[config.mk]
export PLATFORM = sky130hd
export DESIGN_NAME = mem_port_arbiter_flat
export DESIGN_NICKNAME = d
export VERILOG_FILES = /design/src/rtl/mem_port_arbiter_pkg.sv /design/src/rtl/mem_port_arbiter_if.sv /design/src/rtl/mem_port_arbiter.sv /design/src/flat_wrapper.sv
export SDC_FILE = /design/constraint.sdc
export NUM_CORES = 1
export LEC_CHECK = 0
export BUFFER_PORTS_ARGS = -buffer_cell sky130_fd_sc_hd__buf_2
export CORE_MARGIN = 4
export CORE_UTILIZATION = 50
export DETAILED_ROUTE_END_ITERATION = 8
export PLACE_DENSITY = 0.91
export SYNTH_ARGS = -nofsm -noshare
export SYNTH_HDL_FRONTEND = slang
export SYNTH_SLANG_ARGS = --single-unit
[constraint.sdc]
create_clock -name clk -period 7.2 [get_ports clk]
set_input_delay 1.44 -clock clk [delete_from_list [all_inputs] [get_ports clk]]
set_output_delay 1.44 -clock clk [all_outputs]
set_load 0.02 [all_outputs]
[src/rtl/mem_port_arbiter_pkg.sv]
// Shared CPU definitions used by the memory port arbiter.
package mem_port_arbiter_pkg;

    localparam int unsigned ADDR_W = 32;
    localparam int unsigned DATA_W = 32;
    localparam int unsigned BE_W   = DATA_W / 8;

    typedef logic              Bit_t;
    typedef logic [DATA_W-1:0] Word_t;
    typedef logic [ADDR_W-1:0] Addr_t;
    typedef logic [BE_W-1:0]   ByteEn_t;

    typedef enum logic [2:0] {
        IDLE,
        BUSY_IF,
        BUSY_MEM,
        RESP,
        DRAIN
    } ArbState_t;

    typedef struct packed {
        Bit_t    we;
        ByteEn_t be;
        Addr_t   addr;
        Word_t   wdata;
    } BusCmd_t;

endpackage

[src/rtl/mem_port_arbiter_if.sv]
// External memory bus: the arbiter is master, the memory controller is slave.
interface mem_port_arbiter_if
    import mem_port_arbiter_pkg::*;
#(
    parameter int unsigned ADDR_WIDTH = ADDR_W,
    parameter int unsigned DATA_WIDTH = DATA_W
);
    localparam int unsigned BE_WIDTH = DATA_WIDTH / 8;

    logic                  bus_req;
    logic                  bus_we;
    logic [BE_WIDTH-1:0]   bus_be;
    logic [ADDR_WIDTH-1:0] bus_addr;
    logic [DATA_WIDTH-1:0] bus_wdata;
    logic [DATA_WIDTH-1:0] bus_rdata;
    logic                  bus_ack;

    modport master (
        output bus_req, bus_we, bus_be, bus_addr, bus_wdata,
        input  bus_rdata, bus_ack
    );

    modport slave (
        input  bus_req, bus_we, bus_be, bus_addr, bus_wdata,
        output bus_rdata, bus_ack
    );

endinterface

[src/rtl/mem_port_arbiter.sv]
// Shares the single external memory port between instruction fetch and data
// access, one multi-cycle bus transaction at a time, MEM before IF.
module mem_port_arbiter
    import mem_port_arbiter_pkg::*;
#(
    parameter int unsigned ADDR_WIDTH = ADDR_W,
    parameter int unsigned DATA_WIDTH = DATA_W
)
(
    input  logic                    clk,
    input  logic                    rst,
    input  logic                    flush_i,
    input  logic                    if_req_i,
    input  logic [ADDR_WIDTH-1:0]   if_addr_i,
    output logic [DATA_WIDTH-1:0]   if_rdata_o,
    output logic                    if_done_o,
    output logic                    stall_from_if_o,
    input  logic                    mem_req_i,
    input  logic                    mem_we_i,
    input  logic [DATA_WIDTH/8-1:0] mem_be_i,
    input  logic [ADDR_WIDTH-1:0]   mem_addr_i,
    input  logic [DATA_WIDTH-1:0]   mem_wdata_i,
    output logic [DATA_WIDTH-1:0]   mem_rdata_o,
    output logic                    mem_done_o,
    output logic                    stall_from_mem_o,
    mem_port_arbiter_if.master      bus
);

    localparam int unsigned BE_WIDTH = DATA_WIDTH / 8;

    ArbState_t state_q;
    BusCmd_t   cmd_q;
    logic      bus_req_q;
    logic      if_done_q;
    logic      mem_done_q;
    Word_t     if_rdata_q;
    Word_t     mem_rdata_q;

    // Transaction FSM with the bus command register and result capture.
    always_ff @(posedge clk or posedge rst) begin
        if (rst) begin
            state_q     <= IDLE;
            cmd_q       <= '0;
            bus_req_q   <= 1'b0;
            if_done_q   <= 1'b0;
            mem_done_q  <= 1'b0;
            if_rdata_q  <= '0;
            mem_rdata_q <= '0;
        end else begin
            if_done_q  <= 1'b0;
            mem_done_q <= 1'b0;
            unique case (state_q)
                IDLE: begin
                    // A flush cancels whatever is being requested this cycle.
                    if (!flush_i) begin
                        if (mem_req_i) begin
                            cmd_q <= '{we:    mem_we_i,
                                       be:    BE_W'(mem_be_i),
                                       addr:  ADDR_W'(mem_addr_i),
                                       wdata: DATA_W'(mem_wdata_i)};
                            bus_req_q <= 1'b1;
                            state_q   <= BUSY_MEM;
                        end else if (if_req_i) begin
                            cmd_q <= '{we:    1'b0,
                                       be:    '1,
                                       addr:  ADDR_W'(if_addr_i),
                                       wdata: '0};
                            bus_req_q <= 1'b1;
                            state_q   <= BUSY_IF;
                        end
                    end
                end
                BUSY_IF, BUSY_MEM: begin
                    if (bus.bus_ack) begin
                        bus_req_q <= 1'b0;
                        if (flush_i) begin
                            state_q <= IDLE;
                        end else begin
                            if (state_q == BUSY_MEM) begin
                                mem_rdata_q <= DATA_W'(bus.bus_rdata);
                                mem_done_q  <= 1'b1;
                            end else begin
                                if_rdata_q <= DATA_W'(bus.bus_rdata);
                                if_done_q  <= 1'b1;
                            end
                            state_q <= RESP;
                        end
                    end else if (flush_i) begin
                        state_q <= DRAIN;
                    end
                end
                RESP: begin
                    // Held requests belong to the access just completed.
                    state_q <= IDLE;
                end
                DRAIN: begin
                    if (bus.bus_ack) begin
                        bus_req_q <= 1'b0;
                        state_q   <= IDLE;
                    end
                end
                default: begin
                    bus_req_q <= 1'b0;
                    state_q   <= IDLE;
                end
            endcase
        end
    end

    // Bus command straight from the command register.
    assign bus.bus_req   = bus_req_q;
    assign bus.bus_we    = cmd_q.we;
    assign bus.bus_be    = BE_WIDTH'(cmd_q.be);
    assign bus.bus_addr  = ADDR_WIDTH'(cmd_q.addr);
    assign bus.bus_wdata = DATA_WIDTH'(cmd_q.wdata);

    // Done pulses are withdrawn by a flush arriving in the RESP cycle.
    assign if_done_o  = if_done_q & ~flush_i;
    assign mem_done_o = mem_done_q & ~flush_i;

    assign if_rdata_o  = DATA_WIDTH'(if_rdata_q);
    assign mem_rdata_o = DATA_WIDTH'(mem_rdata_q);

    // Stall while a request is outstanding, including through a drain.
    assign stall_from_if_o  = if_req_i & ~if_done_o;
    assign stall_from_mem_o = mem_req_i & ~mem_done_o;

endmodule
[src/flat_wrapper.sv]
// flat-port wrapper written by rule: the top's interface ports become plain ports
module mem_port_arbiter_flat import mem_port_arbiter_pkg::*;
#(
    parameter int unsigned ADDR_WIDTH = ADDR_W,
    parameter int unsigned DATA_WIDTH = DATA_W
)
  (clk, rst, flush_i, if_req_i, if_addr_i, if_rdata_o, if_done_o, stall_from_if_o, mem_req_i, mem_we_i, mem_be_i, mem_addr_i, mem_wdata_i, mem_rdata_o, mem_done_o, stall_from_mem_o, bus_bus_req, bus_bus_we, bus_bus_be, bus_bus_addr, bus_bus_wdata, bus_bus_rdata, bus_bus_ack);
  mem_port_arbiter_if #(.ADDR_WIDTH(ADDR_WIDTH), .DATA_WIDTH(DATA_WIDTH)) bus_i ();
  input  logic clk;
  input  logic rst;
  input  logic flush_i;
  input  logic if_req_i;
  input  logic [ADDR_WIDTH-1:0] if_addr_i;
  output logic [DATA_WIDTH-1:0] if_rdata_o;
  output logic if_done_o;
  output logic stall_from_if_o;
  input  logic mem_req_i;
  input  logic mem_we_i;
  input  logic [DATA_WIDTH/8-1:0] mem_be_i;
  input  logic [ADDR_WIDTH-1:0] mem_addr_i;
  input  logic [DATA_WIDTH-1:0] mem_wdata_i;
  output logic [DATA_WIDTH-1:0] mem_rdata_o;
  output logic mem_done_o;
  output logic stall_from_mem_o;
  output wire logic [$bits(bus_i.bus_req)-1:0] bus_bus_req;
  output wire logic [$bits(bus_i.bus_we)-1:0] bus_bus_we;
  output wire logic [$bits(bus_i.bus_be)-1:0] bus_bus_be;
  output wire logic [$bits(bus_i.bus_addr)-1:0] bus_bus_addr;
  output wire logic [$bits(bus_i.bus_wdata)-1:0] bus_bus_wdata;
  input wire logic [$bits(bus_i.bus_rdata)-1:0] bus_bus_rdata;
  input wire logic [$bits(bus_i.bus_ack)-1:0] bus_bus_ack;
  assign bus_bus_req = bus_i.bus_req;
  assign bus_bus_we = bus_i.bus_we;
  assign bus_bus_be = bus_i.bus_be;
  assign bus_bus_addr = bus_i.bus_addr;
  assign bus_bus_wdata = bus_i.bus_wdata;
  assign bus_i.bus_rdata = bus_bus_rdata;
  assign bus_i.bus_ack = bus_bus_ack;
  mem_port_arbiter #(.ADDR_WIDTH(ADDR_WIDTH), .DATA_WIDTH(DATA_WIDTH)) u_core (.clk(clk), .rst(rst), .flush_i(flush_i), .if_req_i(if_req_i), .if_addr_i(if_addr_i), .if_rdata_o(if_rdata_o), .if_done_o(if_done_o), .stall_from_if_o(stall_from_if_o), .mem_req_i(mem_req_i), .mem_we_i(mem_we_i), .mem_be_i(mem_be_i), .mem_addr_i(mem_addr_i), .mem_wdata_i(mem_wdata_i), .mem_rdata_o(mem_rdata_o), .mem_done_o(mem_done_o), .stall_from_mem_o(stall_from_mem_o), .bus(bus_i));
endmodule
* Yosys cells after proc, flatten, opt, wreduce, memory -nomap -nowiden
Cells that the tools add are included.
Storage, ports and cells: memory bits (writable) 0, memory bits (read-only) 0, memories kept 0, word-level logic and storage cells 60, output and inout port bits 138, latch bits 0, input port bits 139, register bits 139
Operators by class: multiplexer cells 23, eq/ne operators 9, bitwise gates (word level) 9, div/mod/pow operators 0, $lt $le $gt $ge 0, reduce and logical (&&, ||, !) cells 9, shift operators 0, add/sub/neg operators 0, multiply operators 0
Operators by type and width (count):
- 69-bit 2-to-1 mux | 2
- 3-bit 2-to-1 mux | 6
- 4-bit AND reduction | 4
- 1-bit 2-to-1 mux | 12
- 3-bit case mux with 3 select lines | 1
- 3-bit by 2-bit equality test with 1-bit output, second input constant | 2
- 3-bit != test, second input constant | 2
- 1-bit NOT | 5
- 1-bit AND | 4
- 2-bit != test, second input constant | 2
- 3-bit by 1-bit equality test with 1-bit output, second input constant | 1
- 3-bit equality test, second input constant | 1
- 3-bit zero test | 1
- 1-bit case mux with 3 select lines | 1
- 3-bit AND reduction | 1
- 3-bit OR reduction | 1
- 2-bit 2-to-1 mux | 1
- 2-bit by 1-bit != test with 1-bit output, second input constant | 1
- 2-bit nonzero test | 1
- 2-bit OR reduction | 1

* Depth between registers and ports, before layout
depth in word-level cells 5, mapped depth 5, depth with buffers taken out 3

* Worst setup path after synthesis
Ideal clock, no wire load.
path kind input-to-output, start point input mem_req_i, end point output stall_from_mem_o, setup slack 3.386 ns, cell stages on the path 4, data required time 5.760 ns, path buffers 3, data arrival time 2.374 ns, path through buf_2 -> buf_2 -> buf_2 -> nor2b_1
On the way: longest elaborated chain between the ends 1
RTL lines:
- from (decl) | RTL line flat_wrapper.sv:17 | input logic mem_req_i;
- 1-bit AND | RTL line mem_port_arbiter.sv:126 | assign stall_from_mem_o = mem_req_i & ~mem_done_o;
- to (decl) | RTL line flat_wrapper.sv:24 | output logic stall_from_mem_o;
Every way passes these cells.

* Worst setup path in the final report
Same ends and word-level chain as after synthesis.

==> flow_metrics.py <==
metrics = {
    "status": {
        "outcome": "finished, final reports clean",
    },
    "critical_path": {
        "critical-path-max-stage-delay_ns": 0.42,
        "critical_path_arrival_ns": 2.28,
        "start_kind": "input pin",
        "cpMaxStageDelayCell": "buf_2",
        "required_ns": 5.76,
        "crit_path_max_fanout": 28,
        "reg2reg_slack_ns": 4.48,
        "crit_chain": "buf_2, nor2b_1, buf_2",
        "rr_startpoint": "u_core.state_q[2]$_DFFE_PP0P_",
        "cp_common_cell": "buf_2",
        "r2r_end": "u_core.bus.bus_addr[3]$_DFFE_PP0P_",
        "criticalPathCategory": "input pin to output pin",
        "r2r_cells": 5,
        "worst_setup_path_end_kind": "output pin",
    },
    "drt": {
        "wirelength_um": 15400,
        "drtIter0Drc": 251,
        "vias": 4540,
        "post-route-drc-count": 0,
        "ant_nets": 0,
        "wire_per_inst_um": 18.0,
        "firstDrtPassIters": 5,
        "via_per_inst": 5.29,
    },
    "logic_synthesis": {
        "synth_cells": 434,
        "yosysSeqAreaShare": 0.597,
        "yosys-top-cells-area": "dfrtp_1, mux2_1, mux2_2",
        "synthArstFlopShare": 1.00,
        "yosysTopAreaCell": "dfrtp_1",
        "yosys_warnings": 0,
        "synth_edf_count": 0,
        "yosys.area_share.xor_xnor": 0,
        "yosys.area_share.simple": 0.0573,
        "yosysMostFrequentCell": "dfrtp_1",
        "synth_cell_types": 23,
        "synth_fp_nets": 573,
        "yosys_register_bits": 139,
        "synth.avg_cell_area_um2": 13.4,
        "synth_mux_area_frac": 0.247,
        "synthesis.area_um2": 5830,
        "synth_compound_area_frac": 0.0436,
        "synthAdderAreaFrac": 0,
        "synth_top_family_by_area": "multiplexers",
        "synth_top_flop_cell": "dfrtp_1",
        "yosysTopAreaCellShare": 0.597,
        "synth_commonest_cells": "dfrtp_1, mux2_1, mux2_2",
    },
    "power": {
        "p_switching_mw": 1.26,
        "combPwrFrac": 0.362,
        "cellPowerDensity_nw_per_um2": 436,
        "pwr-share-seq": 0.378,
        "clkPwrFrac": 0.259,
        "ir_drop_mv": 0.293,
        "p_int_mw": 2.16,
        "switching_share": 0.369,
        "leakagePower_nw": 3.95,
    },
    "sta": {
        "max_freq_mhz": 269,
        "skew_ns": 0.00661,
        "rsz0062_at_grt": "false",
        "slew_violations": 0,
        "hold_viol": 0,
        "max-slew-margin-rel": 0.272,
        "tightestPinTransition_ns": 1.09,
        "setup_tns_ns": 0,
        "layout_setup_ws_ns": 3.48,
        "fin_crit_sh": 0.517,
        "finalSetupViolCount": 0,
        "min_period_ns": 3.72,
    },
    "finish": {
        "fill_cells": 804,
        "nets": 843,
        "drive_gt1_frac": 0.527,
        "syn2layout_area_growth_pct": 34.9,
        "instances_no_fill": 858,
        "ff_latch_area_um2": 3480,
        "multi_input_area_um2": 2030,
        "final_area_um2": 7860,
        "antenna_cells": 0,
    },
    "cts": {
        "cts_setup_buffers": 0,
        "cts_tree": "yes",
        "cts.sinks": 139,
        "cts.clk_slew.worst_paths_ns": 0.05,
        "hold_buffers": 0,
        "clockBufferDepth": 2,
        "cts-root-buf": "clkbuf_16",
        "h-tree-depth": 4,
        "insertion_delay_ns": 0.41,
        "cts_inserted_buffers": 17,
        "post_cts_resized": 0,
    },
    "place": {
        "pre_cts_slack_ns": 3.43,
        "dpl.cell_count": 828,
        "dp_hpwl_um": 11300,
        "gp_congestion": 0.803,
        "placed_area_um2": 7260,
        "portBuffers": 276,
    },
    "grt": {
        "grt_first_pass_wirelength_um": 23400,
        "grt_pass1_vias": 4722,
        "antenna_found_initial": 0,
        "grt_overflow": 0,
        "grtUsageTotal": 0.227,
        "grt_max_degree": 89,
    },
    "min_path": {
        "min_to": "u_core.mem_rdata_o[6]$_DFFE_PP0P_",
        "min_from": "u_core.mem_rdata_o[6]$_DFFE_PP0P_",
        "hp-class": "flop to flop",
        "hold_depth": 1,
    },
    "floorplanning": {
        "die_area_um2": 13400,
        "initial_utilization": 0.510,
        "rows": 39,
        "die_w_um": 116,
        "ioPinCount": 277,
        "coreArea_um2": 11400,
        "die_h_um": 116,
    },
    "run": {
        "drv_cap": 0,
    },
}
## critical path: cells and delay by family
family,cells,cell delay [ns]
AND/OR/NAND/NOR,1,0.21
buffers and inverters,2,0.61
## worst max path at each step
stage          startpoint                                 end  depth (start not counted)
2_1_floorplan         rst  u_core.bus.bus_addr[0]$_DFFE_PP0P_                          1
4_1_cts         mem_req_i                    stall_from_mem_o                          3
6_report        mem_req_i                    stall_from_mem_o                          3
5_1_grt         mem_req_i                    stall_from_mem_o                          3
3_5_place_dp      flush_i  u_core.bus.bus_addr[3]$_DFFE_PP0P_                          6
3_3_place_gp    mem_req_i                    stall_from_mem_o                          3
## registers in the layout, summed over array words and instances (netlist names)
register	count
u_core.bus.bus_wdata	32
u_core.if_rdata_o	32
u_core.mem_rdata_o	32
u_core.bus.bus_be	4
u_core.state_q	3
u_core.mem_done_q	1
u_core.bus.bus_addr	32
u_core.bus.bus_we	1
u_core.if_done_q	1
u_core.bus.bus_req	1
## routing by layer
metal,vias to the layer above,part of all wire,track usage
li1,2067,-,-
met2,230,0.53,0.400
met4,0,0.019,0.0874
met1,2212,0.35,0.248
met3,31,0.10,0.0836
met5,-,0,0
## cell families (layout without fill, tap and decap cells)
group / count (synthesis) / in the layout
AOI/OAI and AO/OA: 46 / 46
and+or+nand+nor: 53 / 53
muxes: 128 / 128
buffers and inverters: 68 / 349
DFF: 139 / 139
## stage by stage
stage               power, mW  hold slack, ns  utilization
floorplan                2.04           0.550            -
global placement         2.49           0.464        0.636
detailed placement       2.56           0.471        0.636
CTS                      3.47           0.484        0.688
global route             3.62           0.497        0.688
finish                   3.43           0.477        0.688
## power groups by stage
stage          logic (mW)  registers (mW)  clock network [mW]
6_report             1.24            1.30               0.889
5_1_grt              1.34            1.34               0.945
4_1_cts              1.26            1.30               0.907
3_5_place_dp         1.25            1.30                   0
3_3_place_gp         1.21            1.28                   0
2_1_floorplan       0.342            1.70                   0
## cells in the final DEF, fill, tap and decap left out, types with 2 or more instances in the layout
master	instances
clkbuf_16	17
nor2_2	2
nand2_1	3
nand4b_1	4
clkinv_2	3
a21oi_1	2
clkbuf_1	4
inv_1	36
o21a_1	4
buf_4	6
o21ai_0	37
mux2_1	64
and3_1	3
mux2_2	64
dfrtp_1	139
bufinv_16	4
nor2b_1	5
nand4_1	33
buf_2	276
## layout make-up
| cell class | instances | share of cell area |
|---|---|---|
| clock buffers | 22 | 0.0578 |
| clock inverters | 8 | 0.0183 |
| inverters | 37 | 0.0183 |
| multi-input cells | 227 | 0.259 |
| flip-flops and latches | 139 | 0.443 |
| well taps | 143 | 0.0228 |
| repair buffers | 282 | 0.182 |
(Power assumes the default switching activity.)
